[src/rtl/pixel_stream_ctrl.sv]
// pixel_stream_ctrl: frame sequencer moving one pixel at a time from the frame buffer through the processor to the result buffer; define PSC_TIMEOUT_EN to build the WAIT watchdog and err flag
module pixel_stream_ctrl #(
    parameter int ADDR_W         = 17,
    parameter int TIMEOUT_CYCLES = 255
) (
    input  logic              clk,
    input  logic              rst_n,
    input  logic              start,
    input  logic [ADDR_W:0]   num_pixels,
    input  logic              matrix_valid,
    output logic              rd_en,
    output logic [ADDR_W-1:0] rd_addr,
    input  logic [23:0]       rd_data,
    output logic [23:0]       pix_rgb,
    output logic              pix_valid,
    input  logic              pix_ready,
    input  logic [23:0]       proc_rgb,
    input  logic              proc_valid,
    output logic              wr_en,
    output logic [ADDR_W-1:0] wr_addr,
    output logic [23:0]       wr_data,
    output logic              busy,
    output logic              done,
    output logic              err
);
    typedef enum logic [2:0] {IDLE, FETCH, LOAD, SEND, WAIT, FIN} state_t;

    localparam logic [ADDR_W:0] MAX_CNT = {1'b1, {ADDR_W{1'b0}}};

    state_t            state_q, state_d;
    logic [ADDR_W-1:0] idx_q, idx_d, wr_addr_q, wr_addr_d;
    logic [ADDR_W:0]   cnt_q, cnt_d;
    logic [23:0]       pix_rgb_q, pix_rgb_d, wr_data_q, wr_data_d;
    logic              rd_en_q, rd_en_d, pix_valid_q, pix_valid_d, wr_en_q, wr_en_d;
    logic              busy_q, busy_d, done_q, done_d;
    logic              last;

    assign last = {1'b0, idx_q} == cnt_q - 1'b1;

`ifdef PSC_TIMEOUT_EN
    localparam int TW = $clog2(TIMEOUT_CYCLES + 1);
    logic [TW-1:0] tmo_q, tmo_d;
    logic          err_q, err_d;
    assign err = err_q;
`else
    logic unused_tmo;
    assign unused_tmo = ^TIMEOUT_CYCLES;
    assign err        = 1'b0;
`endif

    // Next-state and registered-output logic; busy falls the cycle after done
    always_comb begin
        state_d     = state_q;
        idx_d       = idx_q;
        cnt_d       = cnt_q;
        rd_en_d     = 1'b0;
        pix_valid_d = pix_valid_q;
        pix_rgb_d   = pix_rgb_q;
        wr_en_d     = 1'b0;
        wr_addr_d   = wr_addr_q;
        wr_data_d   = wr_data_q;
        busy_d      = done_q ? 1'b0 : busy_q;
        done_d      = 1'b0;
`ifdef PSC_TIMEOUT_EN
        tmo_d       = tmo_q;
        err_d       = err_q;
`endif
        case (state_q)
            IDLE: if (start && !busy_q) begin
                cnt_d   = num_pixels > MAX_CNT ? MAX_CNT : num_pixels;
                idx_d   = '0;
                busy_d  = 1'b1;
                state_d = num_pixels == '0 ? FIN : FETCH;
                rd_en_d = num_pixels != '0;
`ifdef PSC_TIMEOUT_EN
                err_d   = 1'b0;
`endif
            end
            FETCH: state_d = LOAD;
            LOAD: begin
                pix_rgb_d   = rd_data;
                pix_valid_d = 1'b1;
                state_d     = SEND;
            end
            SEND: if (pix_ready && matrix_valid) begin
                pix_valid_d = 1'b0;
                state_d     = WAIT;
`ifdef PSC_TIMEOUT_EN
                tmo_d       = '0;
`endif
            end
            WAIT: begin
                if (proc_valid) begin
                    wr_en_d   = 1'b1;
                    wr_addr_d = idx_q;
                    wr_data_d = proc_rgb;
                    state_d   = last ? FIN : FETCH;
                    rd_en_d   = !last;
                    idx_d     = last ? idx_q : idx_q + 1'b1;
                end
`ifdef PSC_TIMEOUT_EN
                else if (tmo_q == TW'(TIMEOUT_CYCLES - 1)) begin
                    err_d   = 1'b1;
                    state_d = FIN;
                end else begin
                    tmo_d = tmo_q + 1'b1;
                end
`endif
            end
            FIN: begin
                done_d  = 1'b1;
                state_d = IDLE;
            end
            default: state_d = IDLE;
        endcase
    end

    // State and output registers; reset drops any frame in flight immediately
    always_ff @(posedge clk or negedge rst_n) begin
        if (!rst_n) begin
            state_q     <= IDLE;
            idx_q       <= '0;
            cnt_q       <= '0;
            rd_en_q     <= 1'b0;
            pix_valid_q <= 1'b0;
            pix_rgb_q   <= '0;
            wr_en_q     <= 1'b0;
            wr_addr_q   <= '0;
            wr_data_q   <= '0;
            busy_q      <= 1'b0;
            done_q      <= 1'b0;
`ifdef PSC_TIMEOUT_EN
            tmo_q       <= '0;
            err_q       <= 1'b0;
`endif
        end else begin
            state_q     <= state_d;
            idx_q       <= idx_d;
            cnt_q       <= cnt_d;
            rd_en_q     <= rd_en_d;
            pix_valid_q <= pix_valid_d;
            pix_rgb_q   <= pix_rgb_d;
            wr_en_q     <= wr_en_d;
            wr_addr_q   <= wr_addr_d;
            wr_data_q   <= wr_data_d;
            busy_q      <= busy_d;
            done_q      <= done_d;
`ifdef PSC_TIMEOUT_EN
            tmo_q       <= tmo_d;
            err_q       <= err_d;
`endif
        end
    end

    assign rd_en     = rd_en_q;
    assign rd_addr   = idx_q;
    assign pix_rgb   = pix_rgb_q;
    assign pix_valid = pix_valid_q;
    assign wr_en     = wr_en_q;
    assign wr_addr   = wr_addr_q;
    assign wr_data   = wr_data_q;
    assign busy      = busy_q;
    assign done      = done_q;
endmodule

[config.mk]
export PLATFORM = sky130hd
export DESIGN_NAME = pixel_stream_ctrl
export DESIGN_NICKNAME = d
export VERILOG_FILES = /design/src/rtl/pixel_stream_ctrl.sv
export SDC_FILE = /design/constraint.sdc
export NUM_CORES = 1
export LEC_CHECK = 0
export BUFFER_PORTS_ARGS = -buffer_cell sky130_fd_sc_hd__clkbuf_2
export CORE_AREA = 2 2 81 122
export CTS_CLUSTER_SIZE = 24
export DETAILED_ROUTE_END_ITERATION = 7
export DIE_AREA = 0 0 83 124
export GPL_ROUTABILITY_DRIVEN = 0
export GPL_TIMING_DRIVEN = 0
export PLACE_DENSITY_LB_ADDON = 0.25
export SLEW_MARGIN = 20
export SYNTH_ARGS = -nofsm -noshare
export SYNTH_HDL_FRONTEND = slang
export SYNTH_SLANG_ARGS = --single-unit
[constraint.sdc]
create_clock -name clk -period 5.9 [get_ports clk]
set_input_delay 0.295 -clock clk [delete_from_list [all_inputs] [get_ports clk]]
set_output_delay 0.295 -clock clk [all_outputs]
set_load 0.02 [all_outputs]
==> out/results.txt, run 1 <==
result of the run -> finished, final reports clean
CTS Buf Count -> 9
switching pwr -> 1.00 mW
Syn Area/Cell -> 9.76 um2
pin count of the biggest net entering global routing -> 94
H-Tree Depth -> 3
Setup Crit Path Kind -> reg -> reg
die width -> 83 um
Flop pwr share -> 40.7%
GR Overflow Total -> 0
Ant. Diodes -> 0
MaxCap Viol Count -> 0
Pre-antenna DRT Iters -> 5
clock share of power -> 21.7%
clock sink count -> 108
Avg Vias per Cell -> 5.53
FMAX -> 312 MHz
combinational share of power -> 37.6%
setup tns final -> 0 ns
Final Hold Vio Count -> 0
total wire length -> 12500 um
clk_lat worst skew -> 0.35 ns
Top Usage Layer GRT -> met2
ANT nets after route -> 0
Die ar. -> 10300 um2
Top delay family on crit path -> simple AND/OR/NAND/NOR gates
sequential area share after synthesis -> 54.1%
Netlist cell types -> 48
initial drt markers -> 262
top post-synthesis cells by area -> dfrtp_1 54%, nand2_1 11%, mux2_2 5.4%, a22o_1 2.5%, xor2_1 2.3%
met3 Use GR -> 5.57%
Slew Limit Fails -> 0
Rel. slew slack -> 42.3%
CP cell instances -> inv_1 -> ha_1 -> nor3b_1 -> a21boi_0 -> nor4_1 -> nand4_1 -> nor4_2 -> buf_6 -> buf_6 -> o21ai_1 -> a21oi_1
I/O pins -> 160
Ys Warns -> 0
Synth top area share -> 54.1%
Max Fanout on Critical Path -> 10
endpoint class of the critical path -> flop
Clock Tree Root -> clkbuf_16
fin crit period -> 3.20 ns
pwr dens -> 422 nW/um2
drt wl/cell -> 15.7 um
cell-internal power -> 1.65 mW
leading area contributor after synthesis -> dfrtp_1
Post-Syn Instances -> 512
RSZ-0062 raised after global routing -> no
Layout Nets -> 757
GRT Total Usage -> 24.8%
CTS tree -> done
cell mode on critical path -> buf_6
Switching Fraction -> 37.8%
Synth-to-Final Area Change -> 25.5%
Worst EP required -> 6.17 ns
met2 usage -> 45.1%
Synthesized Nets -> 586
clock skew -> 0.00778 ns
vias in the first global route -> 4368
Least-Margin Pin Slew -> 0.858 ns
crit-path max cell delay -> 0.58 ns
most common cell in the netlist -> nand2_1
share of cells above drive strength 1 -> 30.8%
Buf/Inv on CP -> 3
CORE AREA -> 9200 um2
Synth top cells by count -> 153 x nand2_1, 108 x dfrtp_1, 24 x mux2_2
I/O Buffers -> 158
initial antenna violation count -> 0
peak supply drop -> 0.365 mV
Die Y -> 124 um
ys flop type -> dfrtp_1
synthesis-stage register bit count -> 108
clock tree buffer depth -> 2
endpoints failing setup -> 0
Worst setup SP type -> flop
M1 GR Usage -> 28.4%
crit path DAT -> 3.47 ns
slowest library cell on the worst path -> nor3b_1
Post-DP Area -> 5970 um2
global-route wire length before repair -> 20400 um
Post-Syn Area -> 5000 um2
drt drc -> 0
Initial Util -> 54.3%
Worst Hold Class -> in -> reg
Cell Rows -> 43
asr flop ratio synth -> 100%
Post-synth EDFFs -> 0
Leak -> 3.22 nW
dpl hpwl -> 9360 um
clock-pin slew on the worst setup and hold paths -> 0.07 ns
fin crit share -> 54.3%
via count -> 4422
post-CTS resize count -> 0
final instance area -> 6270 um2
==> sequential cells by signal, summed over array words and instances, names as in the netlist <==
signal and count:
wr_en 1, cnt_q 18, busy 1, pix_rgb 24, wr_data 24, rd_en 1, state_q 3, pix_valid 1
rd_addr 17, wr_addr 17, done 1
==> power groups by stage <==
stage | logic [mW] | clock network [mW] | registers, mW
floorplan | 0.527 | 0 | 1.24
global placement | 0.960 | 0 | 1.08
detailed placement | 0.996 | 0 | 1.09
CTS | 1.00 | 0.587 | 1.08
finish | 0.995 | 0.575 | 1.08
global route | 1.08 | 0.618 | 1.10
==> metrics by stage <==
stage,setup WS (ns),util (%),power [mW],std cells,hold slack [ns]
after global placement,2.84,64.4,2.04,782,0.448
after floorplan,3.07,-,1.76,512,-0.000591
after CTS,2.74,68.2,2.67,800,0.122
after detailed placement,2.78,64.9,2.08,783,0.161
final,2.70,68.2,2.65,800,0.133
after global routing,2.43,68.2,2.80,800,0.138
==> cell families (layout without fill, tap and decap cells) <==
group                      after synthesis  in the layout  synth area share, %
adders and majority gates                2              2                0.501
DFF                                    108            108                 54.1
and+or+nand+nor                        247            247                 23.1
other                                    1              1               0.0750
buffers and inverters                   35            211                 3.15
AOI/OAI and AO/OA                       67             67                 8.61
xor gates and xnor gates                22             22                 3.85
muxes                                   30             30                 6.61
==> repair_timing <==
item	4_1_cts	5_1_grt
hold buffers	1	0
buffers inserted	0	0
endpoints found under the hold margin	15	0
==> cell usage in the layout, fill, tap and decap left out, types with 8 or more instances in the layout <==
master and instances:
a21oi_1 19, a22o_1 14, clkbuf_1 20, clkbuf_16 9, clkbuf_2 157, dfrtp_1 108, mux2_2 24, nand2_1 153
nand3_1 8, nor2_1 20, nor3_1 8, o21ai_0 9, o21ai_1 9, or3_1 13, xnor2_1 9, xor2_1 13
==> worst paths after layout <==
check / start / depth (start not counted) / to / slack, ns
max reg2reg: cnt_q[0] / 11 / rd_addr[6] / 2.70
min: proc_rgb[0] / 3 / wr_data[0] / 0.13
min reg2reg: done / 1 / busy / 0.45
max: cnt_q[0] / 11 / rd_addr[6] / 2.70
min in group asynchronous: rst_n / 2 / cnt_q[5] / 0.35
max in group asynchronous: rst_n / 3 / cnt_q[15] / 4.88
==> per-layer routing <==
| metal | vias to the layer above | share of wire [%] |
|---|---|---|
| met5 | - | 0 |
| met4 | 0 | 2.0 |
| met3 | 24 | 6.7 |
| met2 | 192 | 53 |
| met1 | 2099 | 39 |
| li1 | 2107 | - |
==> worst reg2reg max path, cell delays in order (launching register included) <==
cell,delay [ns]
dfrtp_1,0.45
inv_1,0.11
ha_1,0.25
nor3b_1,0.58
a21boi_0,0.19
nor4_1,0.40
nand4_1,0.19
nor4_2,0.38
buf_6,0.19
buf_6,0.14
o21ai_1,0.08
a21oi_1,0.16
==> area by class of cell <==
type	instances	area (um2)
Inverter	5	18.8
Sequential cell	108	2700
Tap cell	112	140
Clock inverter	7	63.8
Buffer	30	139
Fill cell	749	2930
Timing Repair Buffer	160	837
Multi-Input combinational cell	369	2140
Clock buffer	9	225
No activity file was read; power rests on OpenSTA's default activity.
==> run 2: changes to the inputs <==
--- a/config.mk
+++ b/config.mk
@@ -6,10 +6,10 @@
 export NUM_CORES = 1
 export LEC_CHECK = 0
 export BUFFER_PORTS_ARGS = -buffer_cell sky130_fd_sc_hd__clkbuf_2
-export CORE_AREA = 2 2 81 122
+export CORE_AREA = 2 2 89 133
 export CTS_CLUSTER_SIZE = 24
 export DETAILED_ROUTE_END_ITERATION = 7
-export DIE_AREA = 0 0 83 124
+export DIE_AREA = 0 0 91 135
 export GPL_ROUTABILITY_DRIVEN = 0
 export GPL_TIMING_DRIVEN = 0
 export PLACE_DENSITY_LB_ADDON = 0.25
==> constraint.sdc (replaced) <==
create_clock -name clk -period 2.6 [get_ports clk]
set_input_delay 0.13 -clock clk [delete_from_list [all_inputs] [get_ports clk]]
set_output_delay 0.13 -clock clk [all_outputs]
set_load 0.02 [all_outputs]
==> out/results.txt, run 2 (synthesis gave the netlist of run 1 again) <==
share of cells above drive strength 1 -> 36.6% (+5.8 points)
Pre-antenna DRT Iters -> 4 (-1)
ANT nets after route -> 0 (unchanged)
clock tree buffer depth -> 2 (unchanged)
Worst Hold Class -> in -> reg
Filler Cell Count -> 956 (+28%)
Reg area -> 2710 um2 (+0.28%)
total wire length -> 14300 um (+14%)
Rel. slew slack -> 42.3% (about the same)
clock skew -> 0.0101 ns (+0.00230 ns)
area of the multi-input gates -> 2350 um2 (+9.7%)
via count -> 4667 (+5.5%)
dpl hpwl -> 10000 um (+6.9%)
final instance area -> 7010 um2 (+12%)
clock-pin slew on the worst setup and hold paths -> 0.07 ns (about the same)
Least-Margin Pin Slew -> 0.858 ns (+0.000331 ns)
RSZ-0062 raised after global routing -> yes
Post-DP Area -> 6020 um2 (+0.86%)
Final Hold Vio Count -> 0 (unchanged)
global-route wire length before repair -> 23000 um (+13%)
drt wl/cell -> 16.3 um (+4.0%)
start point of the critical path -> cnt_q[4]
switching pwr -> 2.48 mW (+150%)
Non-Filler Instances -> 877 (+9.6%)
Cell Rows -> 47 (+9.3%)
DP Worst Slack -> -0.507 ns (-3.28 ns)
combinational share of power -> 41.4% (+3.8 points)
MaxCap Viol Count -> 0 (unchanged)
clock sink count -> 108 (unchanged)
Flop pwr share -> 35.7% (-5.0 points)
hold wc startpoint -> rd_data[14]
initial antenna violation count -> 0 (unchanged)
Cells after DPL -> 818 (+4.5%)
peak supply drop -> 0.563 mV (+54%)
Worst setup SP type -> flop
Ant. Diodes -> 0 (unchanged)
FMAX -> 331 MHz (+6.1%)
GRT Total Usage -> 23.4% (-1.3 points)
fin crit share -> 116% (+62 points)
cell-internal power -> 4.37 mW (+170%)
Slew Limit Fails -> 0 (unchanged)
clk_lat worst skew -> 0.35 ns (about the same)
crit path DAT -> 3.29 ns (-0.18 ns)
GR Overflow Total -> 0 (unchanged)
clock share of power -> 22.8% (+1.1 points)
H-Tree Depth -> 3 (unchanged)
Die ar. -> 12300 um2 (+19%)
Worst EP required -> 2.87 ns (-3.30 ns)
Initial Util -> 45.2% (-9.1 points)
Setup Crit Path Kind -> reg -> reg
endpoint class of the critical path -> flop
Die Y -> 135 um (+8.9%)
commonest non-fill, non-tap cell in the layout -> clkbuf_2
CTS tree -> done
drt drc -> 0 (unchanged)
endpoints failing setup -> 19 (+19)
Clock Tree Root -> clkbuf_16
initial drt markers -> 245 (-6.5%)
total power -> 6.85 mW (+160%)
Layout Nets -> 799 (+5.5%)
die width -> 91 um (+9.6%)
vias in the first global route -> 4785 (+9.5%)
final setup margin -> -0.419 ns (-3.12 ns)
Switching Fraction -> 36.2% (-1.6 points)
pin count of the biggest net entering global routing -> 63 (-33%)
I/O Buffers -> 158 (unchanged)
Leak -> 3.50 nW (+8.4%)
fin crit period -> 3.02 ns (-0.183 ns)
result of the run -> finished, violations left
most frequent cells in the layout -> 157 x clkbuf_2, 153 x nand2_1, 102 x dfrtp_1
Avg Vias per Cell -> 5.32 (-3.7%)
I/O pins -> 160 (unchanged)
CTS Buf Count -> 9 (unchanged)
reg2reg start -> cnt_q[4]
Max Fanout on Critical Path -> 5 (-5)
Synth-to-Final Area Change -> 40.3%
pwr dens -> 977 nW/um2 (+130%)
failing checks -> setup timing
CORE AREA -> 11100 um2 (+20%)
[run 2: area by class of cell]
type	count	area share [%]
sequential	108	38.7
multi-input combinational	369	33.6
timing repair buffer	205	18.2
clock buffer	11	3.32
tap	147	2.62
buffer	27	1.82
clock inverter	5	1.53
inverter	5	0.268
[run 2: what timing repair did]
item	in CTS	in global routing
hold buffers	25	0
gates resized for setup	23	37
cloned	3	0
pin swaps	21	27
endpoints found under the hold margin	70	0
buffers inserted	16	8
setup endpoints to repair	19	19
[run 2: final timing paths]
kind	endpoint	slack, ns	depth (start not counted)
worst max-delay path	rd_addr[5]	-0.42	10
worst min-delay path	pix_rgb[14]	0.02	2
worst max register to register	rd_addr[5]	-0.42	10
worst min register to register	busy	0.46	1
max in group asynchronous	pix_rgb[9]	1.68	3
min in group asynchronous	cnt_q[11]	0.28	2
[run 2: routing by layer]
metal	vias to the layer above	global-route usage, %	wire, um
met5	-	0	0
met4	0	10.9	400
met3	31	4.35	780
met2	179	42.0	7700
met1	2271	27.0	5390
li1	2186	-	-
[run 2: power by group through the flow]
| stage | Combinational (mW) | Sequential [mW] | Clock, mW |
|---|---|---|---|
| detailed placement | 2.27 | 2.48 | 0 |
| finish | 2.84 | 2.45 | 1.57 |
| global route | 3.06 | 2.51 | 1.67 |
| CTS | 2.58 | 2.43 | 1.59 |
| floorplan | 1.20 | 2.81 | 0 |
| global placement | 2.19 | 2.46 | 0 |
[run 2: worst max-delay path, stage by stage (launching register included)]
cell and delay, ns:
dfrtp_2 0.41, or4_4 0.55, or4_4 0.49, or3_1 0.34
a21oi_2 0.19, mux2i_4 0.11, nor4_4 0.30, buf_6 0.20
buf_8 0.13, o21ai_2 0.07, a21oi_1 0.16
[run 2: stage by stage]
| stage | setup TNS (ns) | utilization, % | hold WS, ns |
|---|---|---|---|
| detailed placement | -8.80 | 54.5 | 0.0919 |
| floorplan | -3.90 | - | -0.166 |
| CTS | -9.53 | 61.9 | 0.00704 |
| global placement | -15.26 | 54.1 | 0.319 |
| global route | -9.56 | 63.4 | 0.00949 |
| finish | -6.55 | 63.4 | 0.0161 |
==> run 3: changes to the inputs <==
--- a/config.mk
+++ b/config.mk
@@ -6,10 +6,11 @@
 export NUM_CORES = 1
 export LEC_CHECK = 0
 export BUFFER_PORTS_ARGS = -buffer_cell sky130_fd_sc_hd__clkbuf_2
-export CORE_AREA = 2 2 89 133
+export CORE_AREA = 2 2 87 130
+export CTS_BUF_LIST = sky130_fd_sc_hd__clkbuf_8
 export CTS_CLUSTER_SIZE = 24
 export DETAILED_ROUTE_END_ITERATION = 7
-export DIE_AREA = 0 0 91 135
+export DIE_AREA = 0 0 89 132
 export GPL_ROUTABILITY_DRIVEN = 0
 export GPL_TIMING_DRIVEN = 0
 export PLACE_DENSITY_LB_ADDON = 0.25
==> out/results.txt, run 3 (synthesis gave the netlist of run 1 again) <==
result of the run -> finished, violations left
failing checks -> setup timing
Pre-antenna DRT Iters -> 5 (+1)
die width -> 89 um (-2.2%)
RSZ-0062 raised after global routing -> yes
DP Worst Slack -> -0.513 ns (-0.00593 ns)
worst reg2reg endpoint -> rd_addr[14]
vias in the first global route -> 5090 (+6.4%)
Synth-to-Final Area Change -> 44.1%
fin crit period -> 3.13 ns (+0.111 ns)
Rel. slew slack -> 42.1% (-0.20 points)
post-layout util -> 68.0% (+4.6 points)
total wire length -> 15000 um (+4.9%)
crit path DAT -> 3.44 ns (+0.15 ns)
Layout Nets -> 842 (+5.4%)
total power -> 6.28 mW (-8.3%)
peak supply drop -> 0.634 mV (+13%)
switching pwr -> 2.44 mW (-1.8%)
Cells after DPL -> 815 (-0.37%)
cell mode on critical path -> or4_4
H-Tree Depth -> 3 (unchanged)
commonest non-fill, non-tap cell in the layout -> clkbuf_2
setup tns final -> -8.69 ns (-2.15 ns)
initial drt markers -> 271 (+11%)
drt wl/cell -> 16.3 um (+0.31%)
Leak -> 3.59 nW (+2.6%)
cell-internal power -> 3.84 mW (-12%)
Least-Margin Pin Slew -> 0.861 ns (+0.00299 ns)
Ant. Diodes -> 0 (unchanged)
combinational share of power -> 43.8% (+2.4 points)
clock sink count -> 108 (unchanged)
Non-Filler Instances -> 917 (+4.6%)
Initial Util -> 47.2% (+2.0 points)
final instance area -> 7200 um2 (+2.7%)
global-route wire length before repair -> 24000 um (+4.5%)
Final Hold Vio Count -> 0 (unchanged)
Max Fanout on Critical Path -> 9 (+4)
pwr dens -> 872 nW/um2 (-11%)
most frequent cells in the layout -> 157 x clkbuf_2, 153 x nand2_1, 101 x dfrtp_1
Worst R2R Setup Slack -> -0.53 ns (-0.11 ns)
CTS tree -> done
Hold EP -> pix_valid
Avg Vias per Cell -> 5.29 (-0.59%)
I/O Buffers -> 158 (unchanged)
hold wc startpoint -> matrix_valid
initial antenna violation count -> 0 (unchanged)
endpoints failing setup -> 19 (unchanged)
crit-path max cell delay -> 0.54 ns (about the same)
via count -> 4851 (+3.9%)
Slew Limit Fails -> 0 (unchanged)
share of cells above drive strength 1 -> 33.8% (-2.8 points)
FMAX -> 319 MHz (-3.5%)
GRT Total Usage -> 26.2% (+2.7 points)
Die ar. -> 11700 um2 (-4.4%)
pin count of the biggest net entering global routing -> 63 (unchanged)
MaxCap Viol Count -> 0 (unchanged)
Hold Crit Depth -> 4 (+2)
GR Overflow Total -> 0 (unchanged)
r2r worst-path depth -> 10 (unchanged)
final setup margin -> -0.530 ns (-0.111 ns)
I/O pins -> 160 (unchanged)
reg2reg start -> cnt_q[10]
Worst Hold Class -> in -> reg
Setup Crit Path Kind -> reg -> reg
fin crit share -> 120% (+4.3 points)
clk_lat worst skew -> 0.39 ns (+0.04 ns)
Worst EP required -> 2.91 ns (+0.04 ns)
ANT nets after route -> 0 (unchanged)
drt drc -> 0 (unchanged)
Flop pwr share -> 39.2% (+3.5 points)
CORE AREA -> 10600 um2 (-4.2%)
Switching Fraction -> 38.8% (+2.6 points)
dpl hpwl -> 9970 um (-0.33%)
Hold Slack -> 0.106 ns (+0.0902 ns)
clock share of power -> 17.0% (-5.8 points)
clock skew -> 0.0144 ns (+0.00428 ns)
Cell Rows -> 46 (-2.1%)
CP cell instances -> or4_4 -> or4_4 -> a21oi_1 -> o32ai_2 -> mux2i_4 -> nor4_4 -> buf_6 -> buf_4 -> or4_1 -> a21oi_2
Clock Tree Root -> clkbuf_8
CTS Buf Count -> 9 (unchanged)
Post-DP Area -> 6020 um2 (about the same)
clock-pin slew on the worst setup and hold paths -> 0.11 ns (+0.04 ns)
slowest library cell on the worst path -> or4_4
Worst setup SP type -> flop
endpoint class of the critical path -> flop
Die Y -> 132 um (-2.2%)
clock tree buffer depth -> 2 (unchanged)
-- run 3: changes by cell type in the layout (fill, tap and decap cells not counted), sizes merged --
cell / change
clkinvlp: +2
dlygate4sd3: +42
inv: +1
buf: +1
clkbuf: -2
bufinv: -2
clkinv: +1
-- run 3: cell type report --
| cell class | count | area, um2 |
|---|---|---|
| Timing Repair Buffer | 248 | 1680 |
| Buffer | 27 | 131 |
| Tap cell | 144 | 180 |
| Multi-Input combinational cell | 369 | 2270 |
| Clock buffer | 9 | 124 |
| Inverter | 5 | 18.8 |
| Sequential cell | 108 | 2710 |
| Clock inverter | 7 | 77.6 |
| Fill cell | 872 | 3390 |
-- run 3: worst max-delay path by stage --
stage	start	end	cells after the start
CTS	cnt_q[4]	rd_addr[3]	9
floorplan	cnt_q[4]	rd_addr[6]	10
detailed placement	cnt_q[4]	rd_addr[3]	9
finish	cnt_q[10]	rd_addr[14]	10
global route	cnt_q[10]	rd_addr[14]	10
global placement	cnt_q[4]	rd_addr[13]	10
-- run 3: what timing repair did --
action	4_1_cts	5_1_grt
gates cloned	0	1
buffers inserted	11	10
endpoints found under the hold margin	112	0
pin swaps	2	10
hold buffers	67	0
endpoints found under the setup margin	19	29
gates resized for setup	7	26
-- run 3: critical path, delay by kind of cell (launching register included) --
kind | cells | cell delay, ns
compound gates | 3 | 0.44
buf+inv | 2 | 0.28
flops | 1 | 0.44
mux | 1 | 0.23
simple gates | 4 | 1.67
-- run 3: power groups by stage --
stage / combinational [mW] / clock (mW) / sequential [mW]
after floorplan: 1.20 / 0 / 2.81
after global placement: 2.19 / 0 / 2.45
after detailed placement: 2.26 / 0 / 2.48
after CTS: 2.49 / 1.09 / 2.44
after global routing: 2.97 / 1.15 / 2.51
final: 2.75 / 1.07 / 2.46
-- run 3: metal layers --
layer  global-route usage [%]  share of wire [%]
met1                     29.3                 38
met4                     11.0                3.4
met5                        0                  0
met2                     45.5                 53
met3                     7.33                5.8
